===== src/rtl/matmul_pkg.sv =====
// rtl/matmul_pkg.sv - shared types and helpers for the matmul operand path
package matmul_pkg;

  typedef enum logic [1:0] {
    ST_IDLE   = 2'd0,
    ST_STREAM = 2'd1,
    ST_DONE   = 2'd2
  } state_t;

  localparam logic MAT_A = 1'b0;
  localparam logic MAT_B = 1'b1;

  function automatic int max_dim_of(input int bus_width, input int data_width);
    return bus_width / data_width;
  endfunction

  function automatic int addr_w_of(input int max_dim);
    return (max_dim <= 1) ? 1 : $clog2(max_dim);
  endfunction

  // Low bit of element j in a row; slice with [elem_lo(j, dw) +: dw].
  function automatic int elem_lo(input int j, input int dw);
    return j * dw;
  endfunction

endpackage


===== src/rtl/operand_bank.sv =====
// rtl/operand_bank.sv - one operand matrix: strobed row write, registered read, row/column extract
module operand_bank
  import matmul_pkg::*;
#(
  parameter int DATA_WIDTH = 8,
  parameter int BUS_WIDTH  = 32,
  parameter int MAX_DIM    = 4,
  parameter int ADDR_W     = 2,
  parameter bit COLUMN     = 1'b0
) (
  input  logic                 clk_i,
  input  logic                 rst_i,
  input  logic                 wr_en_i,
  input  logic [ADDR_W-1:0]    wr_row_i,
  input  logic [BUS_WIDTH-1:0] wr_data_i,
  input  logic [MAX_DIM-1:0]   wr_strb_i,
  input  logic                 rd_en_i,
  input  logic [ADDR_W-1:0]    rd_row_i,
  output logic [BUS_WIDTH-1:0] rd_data_o,
  input  logic [ADDR_W-1:0]    ext_sel_i,
  output logic [BUS_WIDTH-1:0] ext_o
);

  logic [BUS_WIDTH-1:0] mem [MAX_DIM];

  always_ff @(posedge clk_i) begin
    if (rst_i) begin
      for (int r = 0; r < MAX_DIM; r++) mem[r] <= '0;
      rd_data_o <= '0;
    end else begin
      if (wr_en_i) begin
        for (int j = 0; j < MAX_DIM; j++) begin
          if (wr_strb_i[j])
            mem[wr_row_i][elem_lo(j, DATA_WIDTH) +: DATA_WIDTH] <=
              wr_data_i[elem_lo(j, DATA_WIDTH) +: DATA_WIDTH];
        end
      end
      if (rd_en_i) rd_data_o <= mem[rd_row_i];
    end
  end

  // COLUMN banks gather element ext_sel_i of every row; otherwise the whole row.
  if (COLUMN) begin : g_col
    always_comb begin
      ext_o = '0;
      for (int i = 0; i < MAX_DIM; i++)
        ext_o[elem_lo(i, DATA_WIDTH) +: DATA_WIDTH] =
          mem[i][elem_lo(int'(ext_sel_i), DATA_WIDTH) +: DATA_WIDTH];
    end
  end else begin : g_row
    assign ext_o = mem[ext_sel_i];
  end

endmodule


===== src/rtl/operand_stream_buffer.sv =====
// rtl/operand_stream_buffer.sv - A/B operand store streaming column k of A and row k of B
module operand_stream_buffer
  import matmul_pkg::*;
#(
  parameter int DATA_WIDTH = 8,
  parameter int BUS_WIDTH  = 32,
  localparam int MAX_DIM   = max_dim_of(BUS_WIDTH, DATA_WIDTH),
  localparam int ADDR_W    = addr_w_of(MAX_DIM)
) (
  input  logic                 clk_i,
  input  logic                 rst_i,
  input  logic                 wr_en_i,
  input  logic                 wr_mat_i,
  input  logic [ADDR_W-1:0]    wr_row_i,
  input  logic [BUS_WIDTH-1:0] wr_data_i,
  input  logic [MAX_DIM-1:0]   wr_strb_i,
  input  logic                 rd_en_i,
  input  logic                 rd_mat_i,
  input  logic [ADDR_W-1:0]    rd_row_i,
  output logic [BUS_WIDTH-1:0] rd_data_o,
  output logic                 rd_valid_o,
  input  logic                 start_i,
  input  logic [ADDR_W:0]      n_dim_i,
  input  logic [ADDR_W:0]      k_dim_i,
  input  logic [ADDR_W:0]      m_dim_i,
  output logic [BUS_WIDTH-1:0] a_col_o,
  output logic [BUS_WIDTH-1:0] b_row_o,
  output logic                 vec_valid_o,
  input  logic                 vec_ready_i,
  output logic                 vec_last_o,
  output logic                 busy_o,
  output logic                 done_o,
  output logic                 err_o
);

  localparam logic [ADDR_W:0] MAX_DIM_C = (ADDR_W+1)'(MAX_DIM);
  localparam logic [ADDR_W:0] ONE_C     = (ADDR_W+1)'(1);

  state_t               state_q;
  logic [ADDR_W:0]      n_q, m_q, k_last_q, k_q, k_inc;
  logic [ADDR_W-1:0]    ext_sel;
  logic [BUS_WIDTH-1:0] a_ext, b_ext, a_rd, b_rd;
  logic                 rd_mat_q;
  logic                 wr_ok, xfer, dims_ok;

  assign wr_ok   = wr_en_i && (state_q == ST_IDLE);
  assign xfer    = vec_valid_o && vec_ready_i;
  assign k_inc   = k_q + ONE_C;
  // Extract ports always look at the step the next load will present.
  assign ext_sel = (state_q == ST_IDLE) ? '0 : k_inc[ADDR_W-1:0];
  assign dims_ok = (n_dim_i != '0) && (n_dim_i <= MAX_DIM_C) &&
                   (k_dim_i != '0) && (k_dim_i <= MAX_DIM_C) &&
                   (m_dim_i != '0) && (m_dim_i <= MAX_DIM_C);
  assign rd_data_o = rd_mat_q ? b_rd : a_rd;

  function automatic logic [BUS_WIDTH-1:0] mask_elems(input logic [BUS_WIDTH-1:0] v,
                                                      input logic [ADDR_W:0] dim);
    logic [BUS_WIDTH-1:0] r;
    r = v;
    for (int i = 0; i < MAX_DIM; i++)
      if ((ADDR_W+1)'(i) >= dim) r[elem_lo(i, DATA_WIDTH) +: DATA_WIDTH] = '0;
    return r;
  endfunction

  operand_bank #(
    .DATA_WIDTH(DATA_WIDTH), .BUS_WIDTH(BUS_WIDTH), .MAX_DIM(MAX_DIM),
    .ADDR_W(ADDR_W), .COLUMN(1'b1)
  ) u_bank_a (
    .clk_i     (clk_i),
    .rst_i     (rst_i),
    .wr_en_i   (wr_ok && (wr_mat_i == MAT_A)),
    .wr_row_i  (wr_row_i),
    .wr_data_i (wr_data_i),
    .wr_strb_i (wr_strb_i),
    .rd_en_i   (rd_en_i && (rd_mat_i == MAT_A)),
    .rd_row_i  (rd_row_i),
    .rd_data_o (a_rd),
    .ext_sel_i (ext_sel),
    .ext_o     (a_ext)
  );

  operand_bank #(
    .DATA_WIDTH(DATA_WIDTH), .BUS_WIDTH(BUS_WIDTH), .MAX_DIM(MAX_DIM),
    .ADDR_W(ADDR_W), .COLUMN(1'b0)
  ) u_bank_b (
    .clk_i     (clk_i),
    .rst_i     (rst_i),
    .wr_en_i   (wr_ok && (wr_mat_i == MAT_B)),
    .wr_row_i  (wr_row_i),
    .wr_data_i (wr_data_i),
    .wr_strb_i (wr_strb_i),
    .rd_en_i   (rd_en_i && (rd_mat_i == MAT_B)),
    .rd_row_i  (rd_row_i),
    .rd_data_o (b_rd),
    .ext_sel_i (ext_sel),
    .ext_o     (b_ext)
  );

  always_ff @(posedge clk_i) begin
    if (rst_i) begin
      state_q     <= ST_IDLE;
      n_q         <= '0;
      m_q         <= '0;
      k_last_q    <= '0;
      k_q         <= '0;
      rd_mat_q    <= 1'b0;
      rd_valid_o  <= 1'b0;
      a_col_o     <= '0;
      b_row_o     <= '0;
      vec_valid_o <= 1'b0;
      vec_last_o  <= 1'b0;
      busy_o      <= 1'b0;
      done_o      <= 1'b0;
      err_o       <= 1'b0;
    end else begin
      done_o     <= 1'b0;
      err_o      <= wr_en_i && (state_q != ST_IDLE);
      rd_valid_o <= rd_en_i;
      if (rd_en_i) rd_mat_q <= rd_mat_i;

      case (state_q)
        ST_IDLE: begin
          if (start_i) begin
            if (dims_ok) begin
              n_q         <= n_dim_i;
              m_q         <= m_dim_i;
              k_last_q    <= k_dim_i - ONE_C;
              k_q         <= '0;
              a_col_o     <= mask_elems(a_ext, n_dim_i);
              b_row_o     <= mask_elems(b_ext, m_dim_i);
              vec_valid_o <= 1'b1;
              vec_last_o  <= (k_dim_i == ONE_C);
              busy_o      <= 1'b1;
              state_q     <= ST_STREAM;
            end else begin
              err_o <= 1'b1;
            end
          end
        end
        ST_STREAM: begin
          if (xfer) begin
            if (k_q == k_last_q) begin
              vec_valid_o <= 1'b0;
              vec_last_o  <= 1'b0;
              done_o      <= 1'b1;
              state_q     <= ST_DONE;
            end else begin
              k_q         <= k_inc;
              a_col_o     <= mask_elems(a_ext, n_q);
              b_row_o     <= mask_elems(b_ext, m_q);
              vec_last_o  <= (k_inc == k_last_q);
            end
          end
        end
        ST_DONE: begin
          busy_o  <= 1'b0;
          state_q <= ST_IDLE;
        end
        default: state_q <= ST_IDLE;
      endcase
    end
  end

endmodule

===== config.mk =====
export PLATFORM = sky130hd
export DESIGN_NAME = operand_stream_buffer
export DESIGN_NICKNAME = d
export VERILOG_FILES = /design/src/rtl/matmul_pkg.sv /design/src/rtl/operand_bank.sv /design/src/rtl/operand_stream_buffer.sv
export SDC_FILE = /design/constraint.sdc
export NUM_CORES = 1
export LEC_CHECK = 0
export CORE_MARGIN = 1.5
export CORE_UTILIZATION = 45
export CTS_CLUSTER_DIAMETER = 50
export DETAILED_ROUTE_END_ITERATION = 16
export DONT_BUFFER_PORTS = 1
export GPL_ROUTABILITY_DRIVEN = 0
export PLACE_DENSITY_LB_ADDON = 0.25
export SLEW_MARGIN = 10
export SYNTH_ARGS = -nofsm -noshare
export SYNTH_HDL_FRONTEND = slang
export SYNTH_HIERARCHICAL = 1
export SYNTH_SLANG_ARGS = --single-unit

===== constraint.sdc =====
create_clock -name clk_i -period 3.8 [get_ports clk_i]
set_clock_uncertainty 0.1 [all_clocks]
set_input_delay 0.57 -clock clk_i [delete_from_list [all_inputs] [get_ports clk_i]]
set_output_delay 0.57 -clock clk_i [all_outputs]
set_load 0.02 [all_outputs]

[After elaboration in Yosys (flattened, before gate mapping)]
Memory sizes are Yosys's and may differ from the RTL's. A register that Yosys moved wholly into a read port is not among the register bits.
Cells that the tools add are included.
Cells by class
  add/subtract/negate cells: 2
  $mul: 0
  divide/modulo/power cells: 0
  $lt $le $gt $ge: 19
  equal/unequal tests: 10
  shifts and indexed selects: 4
  mux-type cells: 89
  bitwise gates (word level): 4
  reduce and logical (&&, ||, !) cells: 28
Operators with widths (number)
  32-bit 2-to-1 mux: 11
  8-bit 2-to-1 mux: 16
  32-bit one-hot mux with 2 select lines: 2
  32-bit by 6-bit indexed part select with 8-bit output: 4
  32-bit OR reduction: 2
  1-bit 2-to-1 mux: 42
  1-bit by 3-bit greater-or-equal comparator with 1-bit output, first input constant: 8
  2-bit by 3-bit greater-or-equal comparator with 1-bit output, first input constant: 8
  2-bit 2-to-1 mux: 7
  1-bit logical AND: 12
  3-bit 2-to-1 mux: 4
  2-bit inequality test, second input constant: 5
  5-bit AND reduction: 2
  3-bit <= comparator, second input constant: 3
  3-bit nonzero test: 3
  4-bit 2-to-1 mux: 2
  4-bit AND reduction: 2
  3-bit == test: 2
  1-bit one-hot mux with 2 select lines: 3
  3-bit one-hot mux with 2 select lines: 1
  3-bit AND reduction: 2
  2-bit nonzero test: 3
  1-bit NOT: 4
  2-bit one-hot mux with 2 select lines: 1
  7 further kinds: 7
Storage, ports and cells
  register bits: 85
  latch bits: 0
  memory bits (writable): 256
  memory bits (read-only): 0
  output and inout port bits: 102
  memories kept: 2
Memories
  u_bank_a.mem: depth 4, width 32, read ports 5, clocked after memory_dff 1, wr ports 4, RTL line operand_bank.sv:24  | logic [BUS_WIDTH-1:0] mem [MAX_DIM];
  u_bank_b.mem: depth 4, width 32, read ports 2, clocked after memory_dff 1, wr ports 4, RTL line operand_bank.sv:24

[Depth between registers and ports, before layout]
Gate-level depths: netlist of run 1.
  depth in word-level cells: 9
  gate-level depth with buffers: 11
  depth with buffers taken out: 8

[Hierarchy]
Netlist of run 1, hierarchy kept.
Modules (own cells, without submodules)
  operand_bank (u_bank_b): instances 1, cells each 666, area each 8598.2 sq um, seq. area each 4484.3 sq um
  operand_bank (u_bank_a): instances 1, cells each 492, area each 7797.5 sq um, seq. area each 4484.3 sq um
  operand_stream_buffer: instances 1, cells each 464, area each 4503.1 sq um, seq. area each 1701.6 sq um

[Worst setup path before layout of run 1]
Ideal clock, no wire load.
  path kind: register -> register
  start point: register state_q[0]
  end point: memory u_bank_b.mem[3][10], enable pin
  setup time: 0.378 ns
  arrival: 1.909 ns
  required time: 3.322 ns
  slack: 1.413 ns
  stages on the path, launching flop included: 8
  path buffers: 3
  path through: dfxtp_1 buf_2 nor2_2 and3_1 buf_2 a21oi_1 clkbuf_1 a31oi_1
RTL lines
  start, declared: RTL line operand_stream_buffer.sv:39  | state_t state_q;
  start signal, assigned: RTL line operand_stream_buffer.sv:101  | state_q <= ST_IDLE;
  start signal, assigned: RTL line operand_stream_buffer.sv:134  | state_q <= ST_STREAM;
  start signal, assigned: RTL line operand_stream_buffer.sv:146  | state_q <= ST_DONE;
  end, declared: RTL line operand_bank.sv:24

==> impl_results.rst, run 1 <==
.. list-table::
   :header-rows: 1

   * - Metric
     - Value
   * - Cell area after layout
     - around 23000 sq um
   * - Number of enable flip-flop cells after synthesis
     - between 200 and 300
   * - Area of the mapped netlist
     - between 20000 and 25000 sq um
   * - Number of instances in the synthesized netlist
     - 1622
   * - Antenna violations before repair
     - 4
   * - Final cell count without fillers
     - between 2000 and 2500
   * - Start point of the critical path
     - state_q[0]$_SDFFE_PP0P_
   * - Worst-Margin Slew
     - 1.252 ns
   * - Yosys cell types
     - 59
   * - Antenna cell count
     - 0
   * - Arrival time of data at the critical path endpoint
     - 3.31 ns
   * - Num Clock Sinks
     - ~400
   * - Share of synthesized area occupied by flip-flops and latches
     - between 50% and 60%
   * - GRT Total Usage
     - between 20% and 30%
   * - Final routed wire length divided by cell count
     - 28.64 um
   * - WP data required
     - about 4 ns
   * - Run status
     - finished, final reports clean
   * - Final #Nets
     - roughly 1600
   * - Ordered list of cells on the worst path
     - nor2_2 > and3_1 > a21oi_2 > a31oi_1
   * - Hold path start
     - n_dim_i[2]
   * - Longest individual stage delay on the worst path
     - just under 0.8 ns
   * - Final WS setup
     - 0.5852 ns
   * - Highest net fanout along the worst path
     - 25
   * - Portion of netlist area occupied by mux cells
     - around a fifth
   * - Post-cts repair resize count
     - 0
   * - Average vias per placed instance
     - roughly 6.3
   * - HPWL reported at the end of detailed placement
     - roughly 42 mm
   * - Type of the worst setup path
     - reg2reg
   * - Compound-gate portion of the synthesized area
     - ~5.7%
   * - First-iteration detailed-routing DRC count
     - between 1500 and 2000
   * - Synthesized-area fraction occupied by xor and xnor cells
     - less than 1%
   * - Standard cell with the maximum stage delay on the critical path
     - sky130_fd_sc_hd__a31oi_1
   * - Maximum number of pins on one net before global-route repair
     - about 170
   * - Initial core utilization
     - 45.85%
   * - Share of the core filled with cells in the final layout
     - around half
   * - Worst slack after detailed placement
     - between 0.5 and 0.6 ns
   * - Commonest register cell after synthesis
     - sky130_fd_sc_hd__edfxtp_1
   * - Cts bufs inserted
     - 49
   * - Remaining routing DRC violations
     - 0
   * - Final number of hold-violating endpoints
     - 0
   * - Final clock period utilization by the worst path
     - 84.60%
   * - Post-Route WL
     - 62.91 mm
   * - Post-Synth Simple-Gate Area
     - a little under 20%
   * - Clock-pin slew on the worst setup and hold paths
     - 0.06 ns
   * - Final count of negative-setup-slack endpoints
     - 0
   * - Number of buffer and inverter stages on the critical path
     - 0
   * - Fin crit period
     - roughly 3.2 ns
   * - Area share of the largest cell type after synthesis
     - 36.78%
   * - Main combinational cell family by area after synthesis
     - simple AND/OR/NAND/NOR gates
   * - Number of placed I/O pins
     - ~160
   * - Router iterations before antenna repair
     - 6
   * - Placed cell area
     - 21240 sq um
   * - Syn Nets
     - 1684
   * - Max-slew violation count
     - 0
   * - Slew HR
     - about 17%
   * - Layout area overhead
     - 9.513%
   * - Total gr overflow
     - 0
   * - Site row count
     - 78
   * - Fraction of layout instances using a drive strength above 1
     - between 20% and 30%
   * - Synthesized area per cell
     - around 13 sq um
   * - Leakage dissipation
     - about 0.0077 uW
   * - TritonCTS clock tree
     - built
   * - Buffers on Ports
     - 0
   * - Area contributors post-synth
     - sky130_fd_sc_hd__edfxtp_1, sky130_fd_sc_hd__dfxtp_1, sky130_fd_sc_hd__mux4_2
   * - Max Freq
     - between 300 and 400 MHz
   * - Worst min-delay path category
     - in2reg
   * - First-pass GRT wire length
     - 91.73 mm
   * - Kind of start point of the critical path
     - flip-flop
   * - Count of state elements after synthesis
     - ~400
   * - Placed instance count
     - about 2100
   * - Die Footprint
     - 47740 sq um
   * - Fraction of synthesis flops using an asynchronous set or reset pin
     - 0%
   * - Vias in the first global route
     - about 14000
   * - Endpoint type of the worst setup path
     - flip-flop
   * - Core area
     - roughly 46000 sq um
   * - Reg-to-reg startpoint
     - state_q[0]$_SDFFE_PP0P_
   * - Unrepaired setup endpoints after global routing
     - false
   * - Post-route setup TNS
     - 0 ns
   * - Internal reg-to-reg setup slack
     - around 0.59 ns
   * - Horizontal die dimension
     - about 220 um
   * - Post-Synth Adder-Cell Area
     - less than 1%
   * - Cell at the root of the clock tree
     - sky130_fd_sc_hd__clkbuf_16
   * - Via Count
     - about 14000
   * - Post-route ant nets
     - 0
   * - # H-tree levels
     - 2
   * - Power per standard cell area
     - 458.3 nW/um^2
   * - Dominant delay contributor by cell family on the critical path
     - compound AO/OA/AOI/OAI gates
   * - Die Span Y
     - between 200 and 250 um
   * - Filler instances
     - 3930
   * - Reported max-cap violation count
     - 0
   * - Count of buffers added by post-CTS timing repair for setup
     - 0
   * - Maximum root-to-sink buffer count
     - 3
   * - Peak supply drop
     - 0.0003053 V
   * - Yosys warnings
     - 6
   * - Latest clock arrival within the worst-skew pair
     - 0.59 ns
   * - Post-synth top area cell
     - sky130_fd_sc_hd__edfxtp_1
[layer usage]
layer | GRT usage, % | part of all wire [%] | up-vias | routed length, um
met5 | 0 | 0.021 | - | 13
met3 | 9.464 | 11 | 89 | 7215
met4 | 6.874 | 2.4 | 2 | 1499
li1 | - | - | 6128 | -
met2 | 41.17 | 46 | 629 | 29000
met1 | 34.41 | 40 | 7066 | 25190
[state kept, by name, summed over array words and instances, names as in the netlist]
signal	cells
a_col_o	32
b_row_o	32
busy_o	1
done_o	1
err_o	1
k_last_q	3
k_q	3
m_q	3
n_q	3
rd_mat_q	1
rd_valid_o	1
state_q	2
u_bank_a/mem	128
u_bank_a/rd_data_o	32
u_bank_b/mem	128
u_bank_b/rd_data_o	32
vec_last_o	1
vec_valid_o	1
[report_power, final]
part	total, uW	internal [uW]	switching [uW]
clock	4670	2770	1900
sequential	5010	4860	148
combinational	811	346	465
[cells in the mapped netlist (11+ instances only)]
cell type	n
sky130_fd_sc_hd__o221ai_1	33
sky130_fd_sc_hd__nand2b_1	57
sky130_fd_sc_hd__nor4_4	11
sky130_fd_sc_hd__or3b_2	65
sky130_fd_sc_hd__nor2_1	45
sky130_fd_sc_hd__and3_1	33
sky130_fd_sc_hd__mux2_2	32
sky130_fd_sc_hd__nor4_1	98
sky130_fd_sc_hd__and2_1	130
sky130_fd_sc_hd__nand3b_1	89
sky130_fd_sc_hd__mux4_2	96
sky130_fd_sc_hd__a31o_1	16
sky130_fd_sc_hd__nand2_1	34
sky130_fd_sc_hd__buf_2	47
sky130_fd_sc_hd__edfxtp_1	256
sky130_fd_sc_hd__dfxtp_1	149
sky130_fd_sc_hd__a21oi_1	26
sky130_fd_sc_hd__mux2i_1	144
sky130_fd_sc_hd__inv_1	23
sky130_fd_sc_hd__buf_6	17
sky130_fd_sc_hd__clkbuf_1	83
sky130_fd_sc_hd__o21bai_1	20
sky130_fd_sc_hd__nand3_1	15
[area by class of cell]
type	instances	area [sq um]	area share, %
sequential	405	10670	46.62
multi-input combinational	1037	9388	41.02
clock buffer	71	1393	6.085
tap	600	750.7	3.280
timing repair buffer	40	385.4	1.684
clock inverter	21	214.0	0.9348
inverter	23	86.33	0.3772
[path summary, 6_finish.rpt]
| path | cells past startpoint | to |
|---|---|---|
| worst min-delay path | 2 | n_q[2]$_SDFFE_PP0P_ |
| worst min register to register | 2 | u_bank_a/rd_data_o[10]$_SDFFE_PP0P_ |
| worst max-delay path | 4 | u_bank_b/mem[3][28]$_DFFE_PP_ |
| worst max register to register | 4 | u_bank_b/mem[3][28]$_DFFE_PP_ |
[metrics by stage]
stage	power, uW	hold WS (ns)
2_1_floorplan	5691	0.3561
3_3_place_gp	5869	0.3724
6_report	10490	0.03012
3_5_place_dp	5881	0.3809
5_1_grt	10790	0.02580
4_1_cts	10550	0.005682
[layout by cell type (no fill, tap or decap), types with 7 or more instances in the layout]
cell type and n:
sky130_fd_sc_hd__a2111oi_0 8, sky130_fd_sc_hd__edfxtp_1 256, sky130_fd_sc_hd__nor2_1 43, sky130_fd_sc_hd__nand2_1 34, sky130_fd_sc_hd__nand2b_1 56, sky130_fd_sc_hd__and3_1 33
sky130_fd_sc_hd__nand3b_1 89, sky130_fd_sc_hd__mux4_2 96, sky130_fd_sc_hd__clkbuf_1 17, sky130_fd_sc_hd__o21bai_1 20, sky130_fd_sc_hd__or3b_2 65, sky130_fd_sc_hd__mux2i_1 144
sky130_fd_sc_hd__a31o_1 16, sky130_fd_sc_hd__o221ai_1 33, sky130_fd_sc_hd__nor3_1 7, sky130_fd_sc_hd__nor4_1 98, sky130_fd_sc_hd__a211oi_1 7, sky130_fd_sc_hd__dfxtp_1 149
sky130_fd_sc_hd__nor4_4 12, sky130_fd_sc_hd__and2_1 130, sky130_fd_sc_hd__clkbuf_16 52, sky130_fd_sc_hd__mux2_2 32, sky130_fd_sc_hd__a21oi_1 25, sky130_fd_sc_hd__buf_4 33
sky130_fd_sc_hd__inv_1 23, sky130_fd_sc_hd__o21ai_0 8, sky130_fd_sc_hd__nand3_1 15
[logic make-up after synthesis]
logic type	count (synthesis)
buffers and inverters	180
muxes	274
and+or+nand+nor	603
xor gates and xnor gates	5
DFF	405
adders and majority gates	5
AOI/OAI and AO/OA	150
[worst reg2reg max path: cells and delay by family, from the launching register on]
kind | cells | cell delay [ns]
DFF | 1 | 0.41
and+or+nand+nor | 2 | 1.02
AOI/OAI and AO/OA | 2 | 1.28
[timing repair]
action	4_1_cts	5_1_grt
setup endpoints to repair	0	0
hold buffers	2	0
endpoints found under the hold margin	51	0
(Power assumes the default switching activity.)
==> inputs of run 2 (changes only) <==
- clock period: 3.8 -> 2.83 ns (I/O delays scaled with it)
==> run 2 against run 1 <==
Net effect:
- global-route usage up 2.6 points
- sequential share of layout area decreased by 1.9 points
- count of clock-buffer cells in the layout shrank 2
- sequential power is 34% higher
- largest cell class unchanged
- critical path type unchanged
==> impl_results.rst, run 2 (synthesis results as in run 1) <==
.. list-table::
   :header-rows: 1

   * - Metric
     - Value
   * - Run status
     - finished, final reports clean
   * - Num Clock Sinks
     - 405 (unchanged)
   * - First-pass GRT wire length
     - 99.26 mm (+8.2%)
   * - Site row count
     - 78 (unchanged)
   * - Number of buffer and inverter stages on the critical path
     - 1 (+1)
   * - Router iterations before antenna repair
     - 6 (unchanged)
   * - Max Freq
     - 406.0 MHz (+31%)
   * - Peak supply drop
     - 0.0004189 V (+37%)
   * - Horizontal die dimension
     - 218.5 um (unchanged)
   * - Kind of start point of the critical path
     - flip-flop
   * - Number of cells on the worst hold path
     - 2 (unchanged)
   * - Cell area after layout
     - 23860 sq um (+4.2%)
   * - First-iteration detailed-routing DRC count
     - 1889 (+23%)
   * - Internal reg-to-reg setup slack
     - 0.37 ns (-0.22 ns)
   * - Worst-Margin Slew
     - 1.197 ns (-0.05497 ns)
   * - Antenna violations before repair
     - 17 (+13)
   * - Reg-to-reg startpoint
     - state_q[0]$_SDFFE_PP0P_
   * - Worst r2r dst
     - u_bank_a/mem[2][0]$_SDFFCE_PN0P_
   * - Power per standard cell area
     - 616.2 nW/um^2 (+34%)
   * - Type of the worst setup path
     - reg2reg
   * - Max-slew violation count
     - 0 (unchanged)
   * - Final count of negative-setup-slack endpoints
     - 0 (unchanged)
   * - Arrival time of data at the critical path endpoint
     - 2.82 ns (-0.49 ns)
   * - Longest individual stage delay on the worst path
     - 0.64 ns (-0.15 ns)
   * - Highest net fanout along the worst path
     - 12 (-52%)
   * - Number of cell instances on the worst register-to-register path
     - 7 (+3)
   * - Fin crit period
     - 2.463 ns (-0.7520 ns)
   * - Cell at the root of the clock tree
     - sky130_fd_sc_hd__clkbuf_16
   * - WHS Endpoint
     - u_bank_b/mem[1][17]$_SDFFCE_PN0P_
   * - Count of buffers added by post-CTS timing repair for setup
     - 0 (unchanged)
   * - Final number of hold-violating endpoints
     - 0 (unchanged)
   * - # H-tree levels
     - 2 (unchanged)
   * - Filler instances
     - 3845 (-2.2%)
   * - Most common library cell in the layout ignoring fill and taps
     - sky130_fd_sc_hd__edfxtp_1
   * - Post-route setup TNS
     - 0 ns (unchanged)
   * - Slew HR
     - 19.91% (+3.4 points)
   * - Final clock period utilization by the worst path
     - 87.02% (+2.4 points)
   * - Final #Nets
     - 1705 (+5.4%)
   * - Ordered list of cells on the worst path
     - nor2_2 > nand2_1 > nor2_1 > nand2b_2 > buf_4 > nor4_4 > and2_1
   * - Worst min-delay path category
     - in2reg
   * - TritonCTS clock tree
     - built
   * - Remaining routing DRC violations
     - 0 (unchanged)
   * - Hold path start
     - wr_row_i[0]
   * - Cts bufs inserted
     - 51 (+4.1%)
   * - Maximum number of pins on one net before global-route repair
     - 159 (-5.4%)
   * - Clock-pin slew on the worst setup and hold paths
     - 0.06 ns (about the same)
   * - Core area
     - 45580 sq um (unchanged)
   * - Latest clock arrival within the worst-skew pair
     - 0.61 ns (+0.02 ns)
   * - Via Count
     - 14870 (+6.8%)
   * - WP data required
     - 3.19 ns (-0.71 ns)
   * - Worst hold slack
     - 0.02012 ns (-0.009998 ns)
   * - Hold buffer count at cts
     - 54 (+52)
   * - Die Footprint
     - 47740 sq um (unchanged)
   * - GRT Total Usage
     - 28.88% (+2.6 points)
   * - Layout area overhead
     - 14.16%
   * - Endpoint type of the worst setup path
     - flip-flop
   * - Final routed wire length divided by cell count
     - 30.20 um (+5.5%)
   * - Unrepaired setup endpoints after global routing
     - false
   * - Number of placed I/O pins
     - 159 (unchanged)
   * - Post-cts repair resize count
     - 0 (unchanged)
   * - Most frequent cells in the layout
     - sky130_fd_sc_hd__edfxtp_1, sky130_fd_sc_hd__dfxtp_1, sky130_fd_sc_hd__mux2i_1
   * - Fraction of layout instances using a drive strength above 1
     - 23.03% (+1.2 points)
   * - Dominant delay contributor by cell family on the critical path
     - simple AND/OR/NAND/NOR gates
   * - Buffers on Ports
     - 0 (unchanged)
   * - Standard cell with the maximum stage delay on the critical path
     - sky130_fd_sc_hd__nor4_4
   * - HPWL reported at the end of detailed placement
     - 43.41 mm (+2.7%)
   * - Post-Route WL
     - 69.74 mm (+11%)
   * - Average vias per placed instance
     - 6.438 (+1.7%)
   * - Post-route ant nets
     - 0 (unchanged)
   * - Vias in the first global route
     - 14180 (+5.0%)
   * - Placed cell area
     - 21530 sq um (+1.3%)
   * - Maximum root-to-sink buffer count
     - 3 (unchanged)
   * - Die Span Y
     - 218.5 um (unchanged)
   * - Total gr overflow
     - 0 (unchanged)
   * - Largest registers
     - u_bank_a/mem x128, u_bank_b/mem x128
   * - Total Power Consumption
     - 14700 uW (+40%)
   * - Reported max-cap violation count
     - 0 (unchanged)
   * - Share of the core filled with cells in the final layout
     - 52.35% (+2.1 points)
   * - Initial core utilization
     - 45.85% (unchanged)
   * - Leakage dissipation
     - 0.008179 uW (+5.7%)
[run 2: layout make-up]
type,instances,area (sq um),area share [%]
Antenna cell,24,60.06,0.2517
Clock buffer,69,1388,5.816
Clock inverter,26,324.1,1.358
Inverter,23,86.33,0.3619
Multi-Input combinational cell,1037,9388,39.35
Sequential cell,405,10670,44.72
Tap cell,600,750.7,3.147
Timing Repair Buffer,125,1191,4.993
[run 2: worst max-delay path by stage]
stage                                  startpoint  slack, ns  depth (start not counted)                                end
after CTS                 state_q[0]$_SDFFE_PP0P_       0.39                          7  u_bank_a/mem[1][30]$_SDFFCE_PN0P_
after global routing      state_q[0]$_SDFFE_PP0P_       0.19                          7  u_bank_a/mem[1][24]$_SDFFCE_PN0P_
after detailed placement  state_q[0]$_SDFFE_PP0P_       0.43                          7  u_bank_a/mem[1][30]$_SDFFCE_PN0P_
after floorplan           state_q[0]$_SDFFE_PP0P_       0.44                          7      u_bank_b/mem[3][10]$_DFFE_PP_
after global placement    state_q[0]$_SDFFE_PP0P_       0.43                          7   u_bank_a/mem[2][2]$_SDFFCE_PN0P_
final                     state_q[0]$_SDFFE_PP0P_       0.37                          7   u_bank_a/mem[2][0]$_SDFFCE_PN0P_
[run 2: power breakdown]
| part | leakage (uW) | internal [uW] | switching [uW] |
|---|---|---|---|
| clock network | 0.000831 | 4010 | 2640 |
| registers | 0.00388 | 6520 | 199 |
| logic | 0.00347 | 547 | 784 |
[run 2: metal layers]
| layer | part of all wire (%) | up-vias | routed length [um] | track usage [%] |
|---|---|---|---|---|
| met5 | 0.16 | - | 115 | 1.354 |
| met4 | 3.7 | 6 | 2592 | 12.99 |
| met3 | 11 | 140 | 7601 | 8.838 |
| met2 | 46 | 779 | 32080 | 44.43 |
| met1 | 39 | 7608 | 27350 | 37.30 |
| li1 | - | 6333 | - | - |
[run 2: per-stage QoR]
stage	setup WS, ns	std cells
global placement	0.4330	2136
floorplan	0.4433	1622
CTS	0.3923	2285
finish	0.3672	2309
global route	0.1937	2306
detailed placement	0.4275	2136
